`config.mk`:
```
export PLATFORM = sky130hd
export DESIGN_NAME = pause_sched
export DESIGN_NICKNAME = d
export VERILOG_FILES = /design/src/rtl/pause_sched.sv
export SDC_FILE = /design/constraint.sdc
export NUM_CORES = 1
export LEC_CHECK = 0
export BUFFER_PORTS_ARGS = -buffer_cell sky130_fd_sc_hd__buf_2
export CAP_MARGIN = 20
export CORE_UTILIZATION = 52
export DETAILED_ROUTE_END_ITERATION = 12
export PLACE_DENSITY_LB_ADDON = 0.05
export SETUP_SLACK_MARGIN = 0.2
export SYNTH_ARGS = -nofsm -noshare
export SYNTH_HDL_FRONTEND = slang
export SYNTH_SLANG_ARGS = --single-unit
```
`constraint.sdc`:
```
create_clock -name clk_sys_i -period 2 [get_ports clk_sys_i]
set_input_delay 0.1 -clock clk_sys_i [delete_from_list [all_inputs] [get_ports clk_sys_i]]
set_output_delay 0.1 -clock clk_sys_i [all_outputs]
set_load 0.05 [all_outputs]
```
`src/rtl/pause_sched.sv`:
```
// Frame-aligned pause scheduler: merges the OS menu flag with module pause requests and
// moves the core into and out of pause only on a vblank rising edge (or after a timeout).
module pause_sched #(
    parameter int NUM_REQ       = 4,
    parameter int TIMEOUT_CYC   = 1_000_000,
    parameter int MIN_PAUSE_CYC = 16
) (
    input  logic               clk_sys_i,
    input  logic               reset_i,
    input  logic               os_inmenu_i,
    input  logic               vblank_i,
    input  logic [NUM_REQ-1:0] pause_req_i,
    output logic               pause_core_o,
    output logic [NUM_REQ-1:0] pause_ack_o,
    output logic [1:0]         pause_state_o
);

    localparam int WW = $clog2(TIMEOUT_CYC);
    localparam int HW = $clog2(MIN_PAUSE_CYC + 1);
    localparam logic [WW-1:0] WCNT_MAX = WW'(TIMEOUT_CYC - 1);
    localparam logic [HW-1:0] HCNT_MAX = HW'(MIN_PAUSE_CYC);

    typedef enum logic [1:0] {
        RUN     = 2'd0,
        ARM     = 2'd1,
        PAUSED  = 2'd2,
        RELEASE = 2'd3
    } state_t;

    state_t               state_q, state_d;
    logic                 inmenuMeta_q, inmenuSync_q;
    logic                 vblank_q;
    logic [WW-1:0]        wcnt_q, wcnt_d;
    logic [HW-1:0]        hcnt_q, hcnt_d;
    logic                 pauseCore_q;
    logic [NUM_REQ-1:0]   pauseAck_q;

    logic anyReq, vbRise, timeoutHit, holdDone;

    assign anyReq     = inmenuSync_q | (|pause_req_i);
    assign vbRise     = vblank_i & ~vblank_q;
    assign timeoutHit = (wcnt_q == WCNT_MAX);
    assign holdDone   = (hcnt_q == HCNT_MAX);

    always_comb begin
        state_d = state_q;
        case (state_q)
            RUN:     if (anyReq) state_d = ARM;
            ARM:     if (!anyReq) state_d = RUN;
                     else if (vbRise || timeoutHit) state_d = PAUSED;
            PAUSED:  if (!anyReq && holdDone) state_d = RELEASE;
            RELEASE: if (anyReq) state_d = PAUSED;
                     else if (vbRise || timeoutHit) state_d = RUN;
            default: state_d = RUN;
        endcase
    end

    // The wait counter restarts whenever ARM or RELEASE is freshly entered.
    always_comb begin
        wcnt_d = '0;
        if ((state_d == ARM || state_d == RELEASE) && state_d == state_q)
            wcnt_d = wcnt_q + 1'b1;
    end

    // Hold counter is kept across RELEASE->PAUSED so a bounce does not restart the minimum.
    always_comb begin
        hcnt_d = hcnt_q;
        if (state_q == ARM && state_d == PAUSED)
            hcnt_d = '0;
        else if (state_q == PAUSED && !holdDone)
            hcnt_d = hcnt_q + 1'b1;
    end

    always_ff @(posedge clk_sys_i or posedge reset_i) begin
        if (reset_i) begin
            state_q      <= RUN;
            inmenuMeta_q <= 1'b0;
            inmenuSync_q <= 1'b0;
            vblank_q     <= 1'b0;
            wcnt_q       <= '0;
            hcnt_q       <= '0;
            pauseCore_q  <= 1'b0;
            pauseAck_q   <= '0;
        end else begin
            state_q      <= state_d;
            inmenuMeta_q <= os_inmenu_i;
            inmenuSync_q <= inmenuMeta_q;
            vblank_q     <= vblank_i;
            wcnt_q       <= wcnt_d;
            hcnt_q       <= hcnt_d;
            pauseCore_q  <= (state_d == PAUSED) || (state_d == RELEASE);
            pauseAck_q   <= (state_d == PAUSED) ? pause_req_i : '0;
        end
    end

    assign pause_core_o  = pauseCore_q;
    assign pause_ack_o   = pauseAck_q;
    assign pause_state_o = state_q;

endmodule

```
## Word level (Yosys, flattened, before mapping)

Cells that the tools add are included.

| cells by class | value |
|---|---|
| add/sub/neg operators | 2 |
| equality and inequality tests | 9 |
| mux-type cells | 11 |
| bitwise gates (word level) | 3 |
| reduce and logical (&&, ||, !) cells | 12 |

Operators by type and width:

| cell | count |
|---|---|
| $add A20 B1 Y20 const B | 1 |
| $eq A20 B20 Y1 const B | 1 |
| $mux W20 | 1 |
| $mux W2 | 6 |
| $mux W5 | 2 |
| $eq A2 B2 Y1 const B | 4 |
| $pmux W2 S4 | 1 |
| $add A5 B1 Y5 const B | 1 |
| $eq A5 B5 Y1 const B | 1 |
| $eq A2 B1 Y1 const B | 2 |
| $logic_and A1 B1 Y1 | 4 |
| $mux W4 | 1 |
| $reduce_or A4 Y1 | 1 |
| $logic_or A1 B1 Y1 | 3 |
| $eq A2 B2 Y1 | 1 |
| $logic_not A1 Y1 | 2 |
| $logic_not A2 Y1 | 1 |
| $reduce_bool A2 Y1 | 1 |
| $and A1 B1 Y1 | 1 |
| $not A1 Y1 | 1 |
| $or A1 B1 Y1 | 1 |

| word-level totals | value |
|---|---|
| bits in registers | 35 |
| bits of input ports | 8 |
| output and inout bits | 7 |
| word-level logic and storage cells | 45 |

## Logic depth before layout (Yosys ltp)

Gate-level depths: netlist of the first run.

| depth | value |
|---|---|
| depth in word-level cells | 10 |
| gate-level depth with buffers | 6 |
| mapped depth without buffers | 6 |

## Worst setup path before layout of the first run

Ideal clock, no wire load.

| timing path | value |
|---|---|
| path kind | register to register |
| from | register wcnt_q[3] |
| to | register wcnt_q[17] |
| setup time | 0.094 ns |
| arrival time | 1.768 ns |
| required time | 1.906 ns |
| path slack | 0.138 ns |
| stages on the path, launching flop included | 6 |
| buffers on the path | 1 |
| period minus slack after synthesis | 1.862 ns |
| path through | dfrtp_1 > nand4_2 > or4_1 > buf_2 > or3_1 > a211oi_1 |

| between the ends | value |
|---|---|
| cells in the longest elaborated chain, start to end | 9 |
| elaborated cells between the ends (all ways) | 14 |
| classes of those cells | add/sub (1); eq/ne (4); mux (6); reduce/logical (3) |

RTL lines:

| element | line | RTL |
|---|---|---|
| from (decl) | 33 | `logic [WW-1:0] wcnt_q, wcnt_d;` |
| from (signal assigned) | 89 | `wcnt_q <= wcnt_d;` |
| $eq A20 B20 Y1 | 42 | `assign timeoutHit = (wcnt_q == WCNT_MAX);` |
| $logic_or A1 B1 Y1 | 50, 53 |  |
| $mux W2 (on tied branches) | 53, 50 |  |
| $mux W2 (on tied branches) | 52, 49 |  |
| $pmux W2 S4 | 47 | `case (state_q)` |
| $eq A2 B1 Y1 / $eq A2 B2 Y1 (equally long branches) | 61 | `if ((state_d == ARM \|\| state_d == RELEASE) && state_d == state_q)` |
| $logic_or A1 B1 Y1 | 61 |  |
| $logic_and A1 B1 Y1 | 61 |  |
| $mux W20 * | 61 |  |
| via wcnt_d[17] | 33 |  |

The timed path passes the listed nets; every way through them passes the cells marked *.
A chain may end at the register's enable or synchronous reset.

## Worst setup path in the final report of the first run

| timing path | value |
|---|---|
| from | register wcnt_q[9] |
| to | register pauseCore_q (netlist: pause_core_o) |

| between the ends | value |
|---|---|
| cells in the longest elaborated chain, start to end | 7 |
| elaborated cells between the ends (all ways) | 10 |
| classes of those cells | eq/ne (3); mux (5); reduce/logical (2) |

RTL lines:

| element | line | RTL |
|---|---|---|
| $eq A20 B20 Y1 * | 42 |  |
| $logic_or A1 B1 Y1 * | 50, 53 |  |
| $mux W2 (on tied branches) | 53, 50 |  |
| $mux W2 (on tied branches) | 52, 49 |  |
| $pmux W2 S4 * | 47 |  |
| via state_d[1] | 30 | `state_t state_q, state_d;` |
| $eq A2 B2 Y1 | 91 | `pauseCore_q <= (state_d == PAUSED) \|\| (state_d == RELEASE);` |
| $logic_or A1 B1 Y1 * | 91 |  |
| to (signal assigned) | 91 |  |
| to (decl) | 35 | `logic pauseCore_q;` |

Marked as above.

==> metrics.md, run 1 <==
| Metric | Value |
|---|---|
| Status | finished, final reports clean |
| Worst slack, placed | 0.100 ns |
| Asr flop ratio synth | 1.00 |
| Clock latency at the later pin of the worst-skew pair | 0.34 ns |
| Diode count | 0 |
| Syn Area/Cell | 10.2 um^2 |
| Vias per inst | 5.41 |
| Total grt overflow | 0 |
| Simple-gate share of the synthesized area | 0.224 |
| Initial Util | 0.544 |
| Final worst slack | 0.213 ns |
| IO Pins | 15 |
| Max Root-Sink Buffers | 2 |
| Crit start category | flip-flop |
| Worst min path class | in -> async |
| Drc violations | 0 |
| Syn Std Cell Area | 1650 um^2 |
| Yosys top cell by area | dfrtp_1 |
| Ranking of synthesized cells by area | dfrtp_1 (52%), nor3_1 (5.5%), xnor2_1 (4.8%) |
| PwrDens | 724 nW/um^2 |
| Die ar. | 3400 um^2 |
| CP Capture Type | flip-flop |
| Initial drt markers | 34 |
| Routed via count | 1325 |
| Switch Pwr | 0.000444 W |
| DRT Wirelength | 3500 um |
| Synth top cells by count | dfrtp_1 (34), nor3_1 (18), nand3_1 (10) |
| Finished Layout Cells | 245 |
| Filler cells | 242 |
| Max Cap Viol | 0 |
| Net Count, Synth | 173 |
| Die width | 58.3 um |
| R2r endpoint | pause_core_o |
| Largest family of logic cells by synthesized area | simple AND/OR/NAND/NOR gates |
| Routability cong. | 0.763 |
| Fin. max-slew vios | 0 |
| Maximum clock frequency | 560 MHz |
| Compound-cell area share of the yosys netlist | 0.101 |
| CTS clk-pin slew, worst paths | 0.10 ns |
| Core footprint | 3030 um^2 |
| DP Cell Count | 219 |
| Post-synth top area share | 0.517 |
| Setup CP Type | reg -> reg |
| Adder-Cell Fraction of Synth Area | 0.0228 |
| Worst hold slack | 0.346 ns |
| # H-tree levels | 2 |
| Die height | 58.3 um |
| Seq cells post-synth | 34 |
| Final min period | 1.79 ns |
| WP data required | 2.23 ns |
| Ratio of cells with drive above 1 in the final layout | 0.274 |
| Worst r2r src | wcnt_q[9] |
| Largest net degree at the start of global routing | 22 |
| Std-Cell Rows | 20 |
| Final Cycle Share | 0.894 |
| CTS tree | built |
| Clock power frac | 0.265 |
| CTS root buf | clkbuf_4 |
| Predominant post-synthesis flop cell | dfrtp_1 |
| Nets | 211 |
| Sw frac | 0.294 |
| Final setup fails | 0 |
| Cell count after synthesis | 162 |
| Detail Placement HPWL | 2100 um |
| Post-synthesis sequential area ratio | 0.517 |
| Slew margin rel. | 0.616 |
| Leak pwr | 0.864 nW |
| Fin area | 2090 um^2 |
| Layout area overhead | 26.7% |
| Initial antenna violation count | 0 |
| Vias in the first global route | 1252 |
| Routed len/inst | 14.3 um |
| Drt pass-1 iters | 4 |
| RSZ-0062 raised after global routing | true |
| Placed Area | 1820 um^2 |
| # port buffers | 14 |
| Yosys warnings | 0 |
| Internal power | 0.00107 W |
| Least-Margin Pin Slew | 0.575 ns |
| Clk sinks | 34 |
| Proportion of synthesized area in mux cells | 0.0129 |
| Post-route ant nets | 0 |
| XOR/XNOR share of the synthesized area | 0.0851 |
| Worst reg2reg setup slack | 0.21 ns |
| R2r worst-path depth | 5 |
| VDD IR-drop max | 431 uV |
| CTS buffer count | 5 |
| EDFF count, synth | 0 |
| First-pass GRT wire length | 5670 um |
| Final hold violation count | 0 |
| Combinational Power Share | 0.196 |
| Max Fanout on Critical Path | 3 |
| Worst Skew | 0.00671 ns |
| Most numerous cell in the Yosys netlist | dfrtp_1 |
| Setup TNS | 0 ns |
| Critical Path AT | 2.02 ns |
| Tot GR Track Use | 0.229 |
| Sequential power share | 0.539 |
| Netlist cell types | 31 |
-- cells in the final DEF, fill, tap and decap left out, drive strengths merged, types with 3 or more instances in the layout --
cell         count
or3              6
ha               3
clkbuf           7
o21ai            7
a21oi            6
o21a             5
nor2             3
nand3           10
and3             4
buf             32
xnor2            9
nand2            9
nor3            18
a211oi           6
inv              7
dlygate4sd3      7
nand4            4
xor2             7
dfrtp           34
-- stage by stage --
stage          power (W)   util
2_1_floorplan    0.00104      -
6_report         0.00151  0.689
3_5_place_dp     0.00112  0.602
4_1_cts          0.00153  0.670
3_3_place_gp     0.00110  0.602
5_1_grt          0.00160  0.689
-- worst max-delay path by stage --
stage	slack (ns)	from	to	cells after the start
6_report	0.21	wcnt_q[9]	pause_core_o	5
5_1_grt	0.09	wcnt_q[9]	pause_core_o	5
4_1_cts	0.21	wcnt_q[1]	wcnt_q[16]	5
3_5_place_dp	0.10	wcnt_q[2]	wcnt_q[16]	4
3_3_place_gp	0.13	wcnt_q[2]	wcnt_q[18]	4
2_1_floorplan	0.18	wcnt_q[7]	wcnt_q[17]	5
-- layer usage --
layer	up-vias	routed length, um	part of all wire	global-route usage
li1	658	-	-	-
met1	646	1570	0.45	0.281
met2	15	1760	0.50	0.374
met3	6	102	0.029	0.0737
met4	0	61	0.017	0.0952
met5	-	0	0	0
-- final cells by class --
cell class / instances / area (um^2) / share of cell area
clock buffers: 7 / 55.1 / 0.0264
clock inverters: 1 / 5.00 / 0.00240
inverters: 7 / 26.3 / 0.0126
multi-input cells: 113 / 803 / 0.385
flip-flops and latches: 34 / 855 / 0.409
well taps: 44 / 55.1 / 0.0264
repair buffers: 39 / 288 / 0.138
-- kinds of logic after synthesis --
logic type               Yosys count
multiplexers                       2
AND/OR/NAND/NOR                   65
adder cells (fa/ha/maj)            3
XOR/XNOR                          16
AO/OA/AOI/OAI                     27
flip-flops                        34
buffers and inverters             15
-- critical path: stages (launching register included) --
cell and delay, ns:
dfrtp_1 0.37, buf_4 0.13, nor4b_1 0.36, nand4_1 0.19, o22ai_1 0.26, mux2_2 0.36
-- flip-flops by register name, indices dropped and copies added (netlist names) --
register       cells
pause_state_o      1
wcnt_q            20
vblank_q           1
inmenuSync_q       1
pause_core_o       1
inmenuMeta_q       1
pause_ack_o        4
hcnt_q             5
-- power by group through the flow --
stage | registers, W | clock network (W) | logic [W]
final | 0.000815 | 0.000401 | 0.000296
after global routing | 0.000824 | 0.000437 | 0.000336
after CTS | 0.000816 | 0.000417 | 0.000297
after detailed placement | 0.000830 | 0 | 0.000285
after global placement | 0.000825 | 0 | 0.000276
after floorplan | 0.000838 | 0 | 0.000206
-- timing repair --
item,4_1_cts,5_1_grt
setup endpoints to repair,6,16
endpoints found under the hold margin,19,0
gates resized for setup,6,7
hold buffers,7,0
pin swaps,3,9
setup buffers,8,3
cloned,0,0
Note: power is estimated with default switching activity, not from simulation.
==> run 2, diff against run 1 <==
- clock period: 2 -> 1.5 ns (I/O delays scaled with it)
==> run 2 against run 1 <==
  * Worst setup slack worse by 0.47 ns
  * Largest power group unchanged
  * The run now ends with setup timing left
  * Non-clock buffer count is 19 higher
  * Register-to-register slack worse by 0.47 ns
  * Design area is 15% higher
  * Clock skew is 0.0044 ns higher
  * Critical path depth is 1 lower
  * Cell count is 7.8% higher
  * First-iteration DRC count is 120% higher
==> metrics.md, run 2 (synthesized netlist as in run 1, its figures left out) <==
| Metric | Value |
|---|---|
| Routability cong. | 0.851 |
| Critical Path AT | 2.02 ns |
| RSZ-0062 raised after global routing | true |
| Least-Margin Pin Slew | 0.575 ns |
| Status | finished with violations |
| Cells on Worst Hold Path | 4 |
| Ratio of cells with drive above 1 in the final layout | 0.409 |
| Most frequent cells in the layout | dfrtp_1 (32), buf_4 (31), buf_2 (14) |
| Leak pwr | 1.02 nW |
| CTS tree | built |
| Worst path top cell family by delay | simple AND/OR/NAND/NOR gates |
| Routed via count | 1454 |
| Worst r2r src | wcnt_q[8] |
| Final setup fails | 31 |
| Tot GR Track Use | 0.266 |
| Maximum clock frequency | 568 MHz |
| Initial drt markers | 75 |
| CP max-delay cell | or4_4 |
| Drc violations | 0 |
| IO Pins | 15 |
| Worst reg2reg setup slack | -0.26 ns |
| Worst min path class | in -> reg |
| Final min period | 1.76 ns |
| Largest net degree at the start of global routing | 22 |
| R2r endpoint | wcnt_q[15] |
| Std-Cell Rows | 20 |
| CTS clk-pin slew, worst paths | 0.12 ns |
| Max Cap Viol | 0 |
| VDD IR-drop max | 858 uV |
| Failing checks | setup timing |
| # H-tree levels | 2 |
| Core footprint | 3030 um^2 |
| Crit start category | flip-flop |
| Drt pass-1 iters | 4 |
| Die width | 58.3 um |
| CP Capture Type | flip-flop |
| Buf+Inv Stages, Crit Path | 0 |
| DRT Wirelength | 4280 um |
| Vias in the first global route | 1496 |
| PwrDens | 1010 nW/um^2 |
| Total grt overflow | 0 |
| Initial Util | 0.544 |
| Worst hold slack | 0.104 ns |
| CTS buffer count | 5 |
| Commonest non-fill, non-tap cell in the layout | dfrtp_1 |
| Diode count | 0 |
| Detail Placement HPWL | 2550 um |
| Nets | 230 |
| Layout area overhead | 46.3% |
| DP Cell Count | 244 |
| Setup CP Type | reg -> reg |
| CP cell instances | nand4_1 -> or4_4 -> or3_1 -> a211oi_2 |
| WP data required | 1.75 ns |
| Final Cycle Share | 1.17 |
| Routed len/inst | 16.2 um |
| Pwr Total | 0.00244 W |
| Final hold violation count | 0 |
| CTS root buf | clkbuf_4 |
| Initial antenna violation count | 0 |
| R2r worst-path depth | 4 |
| First-pass GRT wire length | 6640 um |
| Largest Register | wcnt_q |
| Clock latency at the later pin of the worst-skew pair | 0.34 ns |
| Max Fanout on Critical Path | 4 |
| Final Util | 0.795 |
| Max Root-Sink Buffers | 2 |
| Fin. max-slew vios | 0 |
| Hold_sp | pause_req_i[1] |
| Slew margin rel. | 0.616 |
| Finished Layout Cells | 264 |
| Final worst slack | -0.261 ns |
| Die ar. | 3400 um^2 |
| Worst slack, placed | -0.241 ns |
| Slowest Stage Delay on Critical Path | 0.60 ns |
| Filler cells | 204 |
| Vias per inst | 5.51 |
| Die height | 58.3 um |
| Hold Path End | pause_state_o[0] |
| Max reg flops | 20 |
| Worst Skew | 0.0111 ns |
| Post-route ant nets | 0 |
| # port buffers | 14 |
| Clk sinks | 34 |
==> run 2: changes by cell type in the layout (fill, tap and decap cells not counted), moves of 2 or more <==
cell / change
buf_4: +14
nor3_1: -8
nor3_2: +8
buf_6: +4
o21ai_0: -3
o21ai_1: +3
bufinv_16: +2
o22ai_1: -2
o22ai_2: +2
==> run 2: what timing repair did <==
item                                    CTS  global route
endpoints found under the setup margin   31            31
hold endpoints to repair                 19             0
resized for setup                        15            11
pin swaps                                 5             3
buffers inserted                          3             0
hold buffers                              7             0
cloned                                    1             1
==> run 2: layout make-up <==
cell class / instances / area [um^2] / area share
Multi-Input combinational cell: 113 / 910 / 0.378
Sequential cell: 34 / 853 / 0.354
Timing Repair Buffer: 58 / 458 / 0.190
Clock inverter: 3 / 68.8 / 0.0286
Tap cell: 44 / 55.1 / 0.0229
Clock buffer: 5 / 37.5 / 0.0156
Inverter: 7 / 26.3 / 0.0109
==> run 2: worst register-to-register path, cell delays in order (launching register included) <==
cell and delay [ns]:
dfrtp_1 0.38, nand4_1 0.14, or4_4 0.60, or3_1 0.35, a211oi_2 0.20
==> run 2: how the worst max path moves through the flow <==
stage	from	endpoint	slack, ns	cells past startpoint
4_1_cts	wcnt_q[8]	pause_core_o	-0.20	5
6_report	wcnt_q[8]	wcnt_q[15]	-0.26	4
3_5_place_dp	wcnt_q[8]	wcnt_q[17]	-0.24	4
2_1_floorplan	wcnt_q[7]	wcnt_q[15]	-0.30	5
3_3_place_gp	wcnt_q[9]	pause_core_o	-0.18	5
5_1_grt	wcnt_q[8]	pause_core_o	-0.32	5
==> run 2: stage by stage <==
step,setup TNS [ns],cell area (um^2)
6_report,-5.14,2410
5_1_grt,-7.40,2410
4_1_cts,-4.61,2350
3_5_place_dp,-3.75,2080
3_3_place_gp,-2.67,2080
2_1_floorplan,-1.48,1760
==> run 2: metal layers <==
metal,up-vias,global-route usage,part of all wire,wire (um)
met1,721,0.338,0.43,1830
li1,699,-,-,-
met3,7,0.0692,0.030,129
met2,27,0.429,0.53,2250
met4,0,0.119,0.016,67
met5,-,0,0,0
==> run 2: where the power goes <==
group	total (W)	switching [W]	leakage [nW]	internal (W)
logic	0.000486	0.000241	0.522	0.000245
clock network	0.000852	0.000331	0.0554	0.000521
registers	0.00110	0.0000945	0.441	0.00101
==> run 3, diff against run 2 <==
- CORE_UTILIZATION: 52 -> 58
- clock period: 1.5 -> 1.73 ns (I/O delays scaled with it)
==> run 3 against run 2 <==
  * The run still ends with setup timing left
  * Total power decreased by 28%
  * Worst hold slack improved by 0.023 ns
  * Critical path depth unchanged
  * Clock skew decreased by 0.0035 ns
  * Cell count decreased by 8.0%
  * Clock power decreased by 50%
  * Register-to-register slack improved by 0.23 ns
  * Largest cell class is now sequential cells
==> metrics.md, run 3 (synthesized netlist as in run 1, its figures left out) <==
| Metric | Value |
|---|---|
| Status | finished with violations |
| Failing checks | setup timing |
| Die width | 55.3 um |
| Pwr Total | 0.00175 W |
| Diode count | 0 |
| RSZ-0062 raised after global routing | true |
| CP max-delay cell | or4_4 |
| Max Fanout on Critical Path | 6 |
| Final min period | 1.76 ns |
| PwrDens | 813 nW/um^2 |
| CP Capture Type | flip-flop |
| Worst slack, placed | -0.109 ns |
| Worst hold slack | 0.127 ns |
| Tot GR Track Use | 0.280 |
| Clock latency at the later pin of the worst-skew pair | 0.34 ns |
| Final setup fails | 3 |
| Maximum clock frequency | 567 MHz |
| Detail Placement HPWL | 2510 um |
| Max reg flops | 20 |
| CTS root buf | clkbuf_4 |
| Initial drt markers | 55 |
| Final Util | 0.832 |
| Core footprint | 2590 um^2 |
| Worst min path class | in -> reg |
| Slew margin rel. | 0.692 |
| Routability cong. | 0.790 |
| First-pass GRT wire length | 6610 um |
| Largest Register | wcnt_q |
| Initial antenna violation count | 0 |
| Std-Cell Rows | 18 |
| Die height | 55.3 um |
| Max Root-Sink Buffers | 2 |
| Least-Margin Pin Slew | 0.461 ns |
| Clk sinks | 34 |
| Layout area overhead | 30.9% |
| Commonest non-fill, non-tap cell in the layout | dfrtp_1 |
| Critical Path AT | 2.03 ns |
| DRT Wirelength | 3950 um |
| Crit start category | flip-flop |
| IO Pins | 15 |
| Drt pass-1 iters | 4 |
| Fin. max-slew vios | 0 |
| Leak pwr | 0.927 nW |
| Slowest Stage Delay on Critical Path | 0.58 ns |
| CP cell instances | nand4_1 -> or4_4 -> or3_4 -> a211oi_2 |
| Filler cells | 149 |
| Final Cycle Share | 1.02 |
| # port buffers | 14 |
| Final worst slack | -0.0341 ns |
| Post-route ant nets | 0 |
| CTS tree | built |
| Final hold violation count | 0 |
| Routed via count | 1453 |
| CTS buffer count | 5 |
| Register area | 852 um^2 |
| Nets | 223 |
| Most frequent cells in the layout | dfrtp_1 (33), buf_4 (29), nor3_1 (18) |
| Ratio of cells with drive above 1 in the final layout | 0.310 |
| Worst Skew | 0.00768 ns |
| Fin area | 2150 um^2 |
| Drc violations | 0 |
| Vias per inst | 5.98 |
| Setup CP Type | reg -> reg |
| Die ar. | 3060 um^2 |
| Multi-input logic area | 810 um^2 |
| Total grt overflow | 0 |
| Max Cap Viol | 0 |
| CTS clk-pin slew, worst paths | 0.10 ns |
| Initial Util | 0.636 |
| Placed Area | 1940 um^2 |
| # H-tree levels | 2 |
| WP data required | 1.99 ns |
| Largest net degree at the start of global routing | 24 |
| VDD IR-drop max | 998 uV |
| Vias in the first global route | 1487 |
| Routed len/inst | 16.3 um |
-- run 3: cell types whose count changed in the layout (fill, tap and decap cells not counted), moves of 2 or more --
cell and delta:
buf_4 -2, buf_6 -4, bufinv_16 -2, clkinv_2 +2, nor3_1 +8, nor3_2 -8
o21ai_0 +3, o21ai_1 -3
-- run 3: worst paths after layout --
path                                      from            to  slack, ns  cells after the start
worst max-delay path                wcnt_q[10]    wcnt_q[14]      -0.03                      4
worst min-delay path            pause_req_i[0]  pause_core_o       0.13                      4
worst max register to register      wcnt_q[10]    wcnt_q[14]      -0.03                      4
worst min register to register    inmenuMeta_q  inmenuSync_q       0.40                      0
max in group asynchronous              reset_i     wcnt_q[7]       0.76                      4
min in group asynchronous              reset_i     hcnt_q[0]       0.29                      3
-- run 3: power by group --
group / internal [W] / switching, W / leakage, nW
Combinational: 0.000186 / 0.000206 / 0.452
Clock: 0.000155 / 0.000272 / 0.0320
Sequential: 0.000871 / 0.0000615 / 0.443
Total: 0.00121 / 0.000539 / 0.927
-- run 3: routing by layer --
| layer | routed length, um | track usage |
|---|---|---|
| met5 | 0 | 0 |
| met4 | 99 | 0.104 |
| met3 | 210 | 0.0796 |
| met2 | 1960 | 0.475 |
| met1 | 1680 | 0.339 |
-- run 3: through the flow --
step | cells | setup TNS [ns]
2_1_floorplan | 162 | -0.199
3_3_place_gp | 222 | 0
3_5_place_dp | 222 | -0.317
4_1_cts | 242 | -0.00969
5_1_grt | 243 | -1.40
6_report | 243 | -0.0598
-- run 3: critical path, delay by kind of cell, from the launching register on --
kind | cells | cell delay (ns)
AO/OA/AOI/OAI | 1 | 0.20
AND/OR/NAND/NOR | 3 | 1.11
flip-flops | 1 | 0.39
-- run 3: repair_timing --
action / 4_1_cts / 5_1_grt
setup endpoints to repair: 31 / 31
hold endpoints to repair: 17 / 0
resized for setup: 9 / 1
buffers inserted: 5 / 1
cloned: 0 / 0
hold buffers: 7 / 0
pin swaps: 3 / 2
-- run 3: area by class of cell --
type                    count  area share
multi-input cells         113       0.376
repair buffers             51       0.175
well taps                  30      0.0174
clock buffers               6      0.0192
clock inverters             2     0.00465
inverters                   7      0.0122
flip-flops and latches     34       0.395
